[src/rtl/mdu_iter.sv]
// Iterative radix-2 MULT/MULTU/DIV/DIVU unit with architectural HI/LO and MTHI/MTLO writes.
// Latency: WIDTH+1 edges from accepted start to result; done pulses on the result edge.
// Backpressure: start is ignored while busy; no queuing, the controller stalls on busy.
module mdu_iter #(
    parameter int WIDTH = 32,
    parameter int CW    = 6
) (
    input  logic             clk,
    input  logic             rst,
    input  logic             start,
    input  logic [1:0]       op,
    input  logic [WIDTH-1:0] a,
    input  logic [WIDTH-1:0] b,
    input  logic             hi_w,
    input  logic             lo_w,
    input  logic [WIDTH-1:0] w_data,
    output logic             busy,
    output logic             done,
    output logic [WIDTH-1:0] hi,
    output logic [WIDTH-1:0] lo
);

    typedef enum logic [1:0] {
        S_IDLE = 2'd0,
        S_CALC = 2'd1,
        S_FIX  = 2'd2
    } state_t;

    state_t               state_q, state_d;
    logic                 div_q, div_d;
    logic                 neg_q, neg_d;
    logic                 rneg_q, rneg_d;
    logic [WIDTH-1:0]     a_orig_q, a_orig_d;
    logic [WIDTH-1:0]     mb_q, mb_d;
    logic [CW-1:0]        cnt_q, cnt_d;
    logic [2*WIDTH-1:0]   acc_q, acc_d;
    logic [WIDTH:0]       rem_q, rem_d;
    logic                 busy_q, busy_d;
    logic                 done_q, done_d;
    logic [WIDTH-1:0]     hi_q, hi_d;
    logic [WIDTH-1:0]     lo_q, lo_d;

    logic                 a_neg, b_neg;
    logic [WIDTH-1:0]     abs_a, abs_b;
    logic [WIDTH:0]       mul_sum;
    logic [WIDTH+1:0]     div_sh, div_diff;
    logic                 div_ge;
    logic [2*WIDTH-1:0]   prod_fix;
    logic [WIDTH-1:0]     quo_fix, rem_fix;

    // Signed ops run on magnitudes; the signs are reapplied in FIX.
    assign a_neg = ~op[0] & a[WIDTH-1];
    assign b_neg = ~op[0] & b[WIDTH-1];
    assign abs_a = a_neg ? -a : a;
    assign abs_b = b_neg ? -b : b;

    assign mul_sum = {1'b0, acc_q[2*WIDTH-1:WIDTH]} + (acc_q[0] ? {1'b0, mb_q} : {(WIDTH+1){1'b0}});

    // Partial remainder stays below the divisor, so the extra top bit makes the borrow a clean sign.
    assign div_sh   = {rem_q, acc_q[WIDTH-1]};
    assign div_diff = div_sh - {2'b00, mb_q};
    assign div_ge   = ~div_diff[WIDTH+1];

    assign prod_fix = neg_q  ? -acc_q                : acc_q;
    assign quo_fix  = neg_q  ? -acc_q[WIDTH-1:0]     : acc_q[WIDTH-1:0];
    assign rem_fix  = rneg_q ? -rem_q[WIDTH-1:0]     : rem_q[WIDTH-1:0];

    always_comb begin
        state_d  = state_q;
        div_d    = div_q;
        neg_d    = neg_q;
        rneg_d   = rneg_q;
        a_orig_d = a_orig_q;
        mb_d     = mb_q;
        cnt_d    = cnt_q;
        acc_d    = acc_q;
        rem_d    = rem_q;
        busy_d   = busy_q;
        done_d   = 1'b0;
        hi_d     = hi_q;
        lo_d     = lo_q;
        case (state_q)
            S_IDLE: begin
                if (hi_w) hi_d = w_data;
                if (lo_w) lo_d = w_data;
                if (start) begin
                    state_d  = S_CALC;
                    div_d    = op[1];
                    neg_d    = a_neg ^ b_neg;
                    rneg_d   = a_neg;
                    a_orig_d = a;
                    mb_d     = abs_b;
                    cnt_d    = '0;
                    acc_d    = {{WIDTH{1'b0}}, abs_a};
                    rem_d    = '0;
                    busy_d   = 1'b1;
                end
            end
            S_CALC: begin
                if (div_q) begin
                    rem_d = div_ge ? div_diff[WIDTH:0] : div_sh[WIDTH:0];
                    acc_d = {acc_q[2*WIDTH-1:WIDTH], acc_q[WIDTH-2:0], div_ge};
                end else begin
                    acc_d = {mul_sum, acc_q[WIDTH-1:1]};
                end
                cnt_d = cnt_q + CW'(1);
                if (cnt_q == CW'(WIDTH-1)) state_d = S_FIX;
            end
            S_FIX: begin
                if (!div_q) begin
                    {hi_d, lo_d} = prod_fix;
                end else if (mb_q == '0) begin
                    hi_d = a_orig_q;
                    lo_d = '1;
                end else begin
                    hi_d = rem_fix;
                    lo_d = quo_fix;
                end
                state_d = S_IDLE;
                busy_d  = 1'b0;
                done_d  = 1'b1;
            end
            default: state_d = S_IDLE;
        endcase
    end

    always_ff @(posedge clk) begin
        if (rst) begin
            state_q  <= S_IDLE;
            div_q    <= 1'b0;
            neg_q    <= 1'b0;
            rneg_q   <= 1'b0;
            a_orig_q <= '0;
            mb_q     <= '0;
            cnt_q    <= '0;
            acc_q    <= '0;
            rem_q    <= '0;
            busy_q   <= 1'b0;
            done_q   <= 1'b0;
            hi_q     <= '0;
            lo_q     <= '0;
        end else begin
            state_q  <= state_d;
            div_q    <= div_d;
            neg_q    <= neg_d;
            rneg_q   <= rneg_d;
            a_orig_q <= a_orig_d;
            mb_q     <= mb_d;
            cnt_q    <= cnt_d;
            acc_q    <= acc_d;
            rem_q    <= rem_d;
            busy_q   <= busy_d;
            done_q   <= done_d;
            hi_q     <= hi_d;
            lo_q     <= lo_d;
        end
    end

    assign busy = busy_q;
    assign done = done_q;
    assign hi   = hi_q;
    assign lo   = lo_q;

endmodule

[config.mk]
export PLATFORM = sky130hd
export DESIGN_NAME = mdu_iter
export DESIGN_NICKNAME = d
export VERILOG_FILES = /design/src/rtl/mdu_iter.sv
export SDC_FILE = /design/constraint.sdc
export NUM_CORES = 1
export LEC_CHECK = 0
export ABC_CLOCK_PERIOD_IN_PS = 3740
export CAP_MARGIN = 20
export CORE_UTILIZATION = 40
export DETAILED_ROUTE_END_ITERATION = 8
export MAX_ROUTING_LAYER = met4
export SLEW_MARGIN = 20
export SYNTH_ARGS = -nofsm -noshare
export SYNTH_HDL_FRONTEND = slang
export SYNTH_SLANG_ARGS = --single-unit
[constraint.sdc]
create_clock -name clk -period 3.74 [get_ports clk]
set_input_delay 1.122 -clock clk [delete_from_list [all_inputs] [get_ports clk]]
set_output_delay 1.122 -clock clk [all_outputs]
set_load 0.02 [all_outputs]
==> results_dict.tcl <==
set metrics [dict create \
    cp_top_family "simple AND/OR/NAND/NOR gates" \
    syn_area_per_cell_um2 7.590 \
    synth_nets 2369 \
    die_w_um 206.1 \
    syn_inst 2195 \
    end_kind "flop" \
    seqPwrFrac_pct 37.6 \
    diodes 0 \
    p_int_w 0.005190 \
    cp.arrival_ns 4.12 \
    place_hpwl_um 49950 \
    grt_max_degree 98 \
    syn_to_final_growth_pct 23.21 \
    dominantRegCellSynth "dfxtp_1" \
    cp.required_ns 4.17 \
    avgRoutedWirePerCell_um 21.85 \
    cts_hold_buf 0 \
    grt_pass1_vias 16350 \
    cap_violations 0 \
    vias 17480 \
    ys_async_sr_fraction_pct 0 \
    p_comb_share_pct 22.1 \
    drive_gt1_share_pct 8.943 \
    yosysTopAreaCellShare_pct 28.60 \
    die-height_um 206.1 \
    place.gp.congestion 0.9987 \
    fin_nets 2545 \
    ir_drop_mv 0.2914 \
    crit_slowest_cell "or4b_2" \
    worstPathMaxFanout 5 \
    slew_viol_final 0 \
    worst_pin_slew_ns 0.9928 \
    cts_buffer_depth 3 \
    path_class "flop to flop" \
    post_cts_buffers 0 \
    postLayoutCoreUtil_pct 50.16 \
    io_buffers 168 \
    power.share.clock_pct 40.3 \
    pin_count 169 \
    cts_max_level 1 \
    power-per-cell-area_nw_per_um2 365.7 \
    drt_iter0_drc 1438 \
    hold_viol 0 \
    synth_area_leaders "dfxtp_1, a21oi_1, nand2_1" \
    antenna_found_initial 1 \
    worst_hold_slack_ns 0.4527 \
    cts_tree "built" \
    setup_viol_count_final 0 \
    yosys_warnings 0 \
    synth-seq-area-share_pct 28.60 \
    crit_top_cell "a21oi_1" \
    grtUsageTotal_pct 30.58 \
    synth_seq_cells 238 \
    leakagePower_nw 7.707 \
    cp_slowest_stage_delay_ns 0.69 \
    switchingPower_w 0.002317 \
    drtAntennaViolNets 0 \
    clock_skew_ns 0.02829 \
    rows 74 \
    yosysTopAreaCell "dfxtp_1" \
    cts_resized 0 \
    cts.clk_slew.worst_paths_ns 0.06 \
    routed_wl_um 63920 \
    first_pass_iters 6 \
    insertion_delay_ns 0.58 \
    dieArea_um2 42470 \
    viasPerCell 5.974 \
    clock-sinks 238 \
    critPathLaunchType "flop" \
    relSlewSlack_pct 33.82 \
    ys_types 73 \
    status "finished, final reports clean" \
    cts-root-buf "clkbuf_16" \
    start_util_pct 40.71 \
    fin_crit_ns 3.687 \
    synth_edf_count 0 \
    drc_errors 0 \
    p_sw_share_pct 30.86 \
    crit_buf_inv 2 \
    yosysMostFrequentCell "nand2_1" \
    grt_overflow 0 \
    numCtsBuffers 29 \
    grt_pass1_wl_um 97340 \
    timing.final.crit_share_pct 98.58 \
    synth_common_cells "nand2_1, dfxtp_1, a21oi_1" \
    synthesis.area_um2 16660 \
    fmax_mhz 271.2 \
    rsz0062_at_grt "true" \
    crit_chain "inv_1, ha_1, or4b_2, nor2b_2, nand4b_1, o41a_1, a21oi_1, xor2_1, o21ai_0, a21oi_1, buf_4, a2111oi_0" \
    core_area_um2 40920 \
    min-delay-path-class "flop to flop" \
]
==> sequential cells by signal, summed over array words and instances, names as in the netlist <==
register	count
a_orig_q	32
acc_q	64
busy	1
cnt_q	6
div_q	1
done	1
hi	32
lo	32
mb_q	32
neg_q	1
rem_q	33
rneg_q	1
state_q	2
==> area by class of cell <==
cell class                      count  area [µm²]
Clock buffer                       38       819.5
Tap cell                          532       665.6
Timing Repair Buffer              295        2711
Sequential cell                   238        4767
Multi-Input combinational cell   1741       11110
Fill cell                        4020       20400
Clock inverter                     15       202.7
Inverter                           66       247.7
==> worst paths after layout <==
check,start,end,slack [ns],depth (start not counted)
max,acc_q[1]$_SDFFE_PP0P_,hi[30]$_SDFFE_PP0P_,0.05,12
min,hi[18]$_SDFFE_PP0P_,hi[18]$_SDFFE_PP0P_,0.45,2
max reg2reg,acc_q[1]$_SDFFE_PP0P_,hi[30]$_SDFFE_PP0P_,0.05,12
min reg2reg,hi[18]$_SDFFE_PP0P_,hi[18]$_SDFFE_PP0P_,0.45,2
==> tightest hold or removal path, cell delays in order, from the launching register on <==
cell	delay [ns]
dfxtp_1	0.31
nand2_1	0.05
a21oi_1	0.05
==> placed cells by master (no fill, tap or decap), drive strengths merged, types with 8 or more instances in the layout <==
cell	count
dfxtp	238
nor2b	14
a31oi	9
o221ai	34
nand2	258
clkbuf	38
o31ai	33
a22oi	12
o21a	10
a221oi	22
or4	22
nor2	206
or3	39
nand4	14
a2111oi	21
nor4	27
xnor2	106
a32oi	8
inv	68
o21ai	151
nor3	42
and2	8
nand3	25
buf	128
clkdlybuf4s50	167
or2	10
a311oi	8
xor2	89
a211oi	81
nand2b	22
and3	10
o211ai	25
o41ai	20
a21oi	221
ha	69
a21o	17
clkinv	8
mux2i	53
==> power groups by stage <==
stage          clock network [W]  registers (W)  logic, W
6_report                 0.00303        0.00282   0.00166
5_1_grt                  0.00318        0.00284   0.00179
4_1_cts                  0.00306        0.00282   0.00164
3_5_place_dp                   0        0.00288   0.00163
3_3_place_gp                   0        0.00287   0.00162
2_1_floorplan                  0        0.00287  0.000936
==> routing by layer <==
metal	wire, µm	GRT usage, %	up-vias
li1	-	-	8356
met1	28400	40.34	8309
met2	29300	49.48	719
met3	4438	3.201	91
met4	1774	8.430	0
met5	0	-	-
==> through the flow <==
stage	cells	setup WS [ns]	instance area [µm²]	TNS (ns)	power, W
2_1_floorplan	2195	0.1498	16660	0	0.003810
3_3_place_gp	2872	-0.2657	19490	-0.8037	0.004489
4_1_cts	2925	0.07270	20510	0	0.007523
3_5_place_dp	2872	-0.2768	19490	-1.116	0.004511
6_report	2925	0.05305	20530	0	0.007506
5_1_grt	2925	-0.03702	20530	-0.03702	0.007803
==> kinds of logic (layout without fill, tap and decap cells) <==
family | Yosys count | count (layout) | share of synthesized area (%)
adder cells (fa/ha/maj) | 71 | 71 | 5.422
AO/OA/AOI/OAI | 710 | 710 | 27.61
XOR/XNOR | 195 | 195 | 10.25
buffers and inverters | 216 | 414 | 5.054
flip-flops | 238 | 238 | 28.60
multiplexers | 53 | 53 | 3.184
AND/OR/NAND/NOR | 712 | 712 | 19.88
Note: power is estimated with default switching activity, not from simulation.
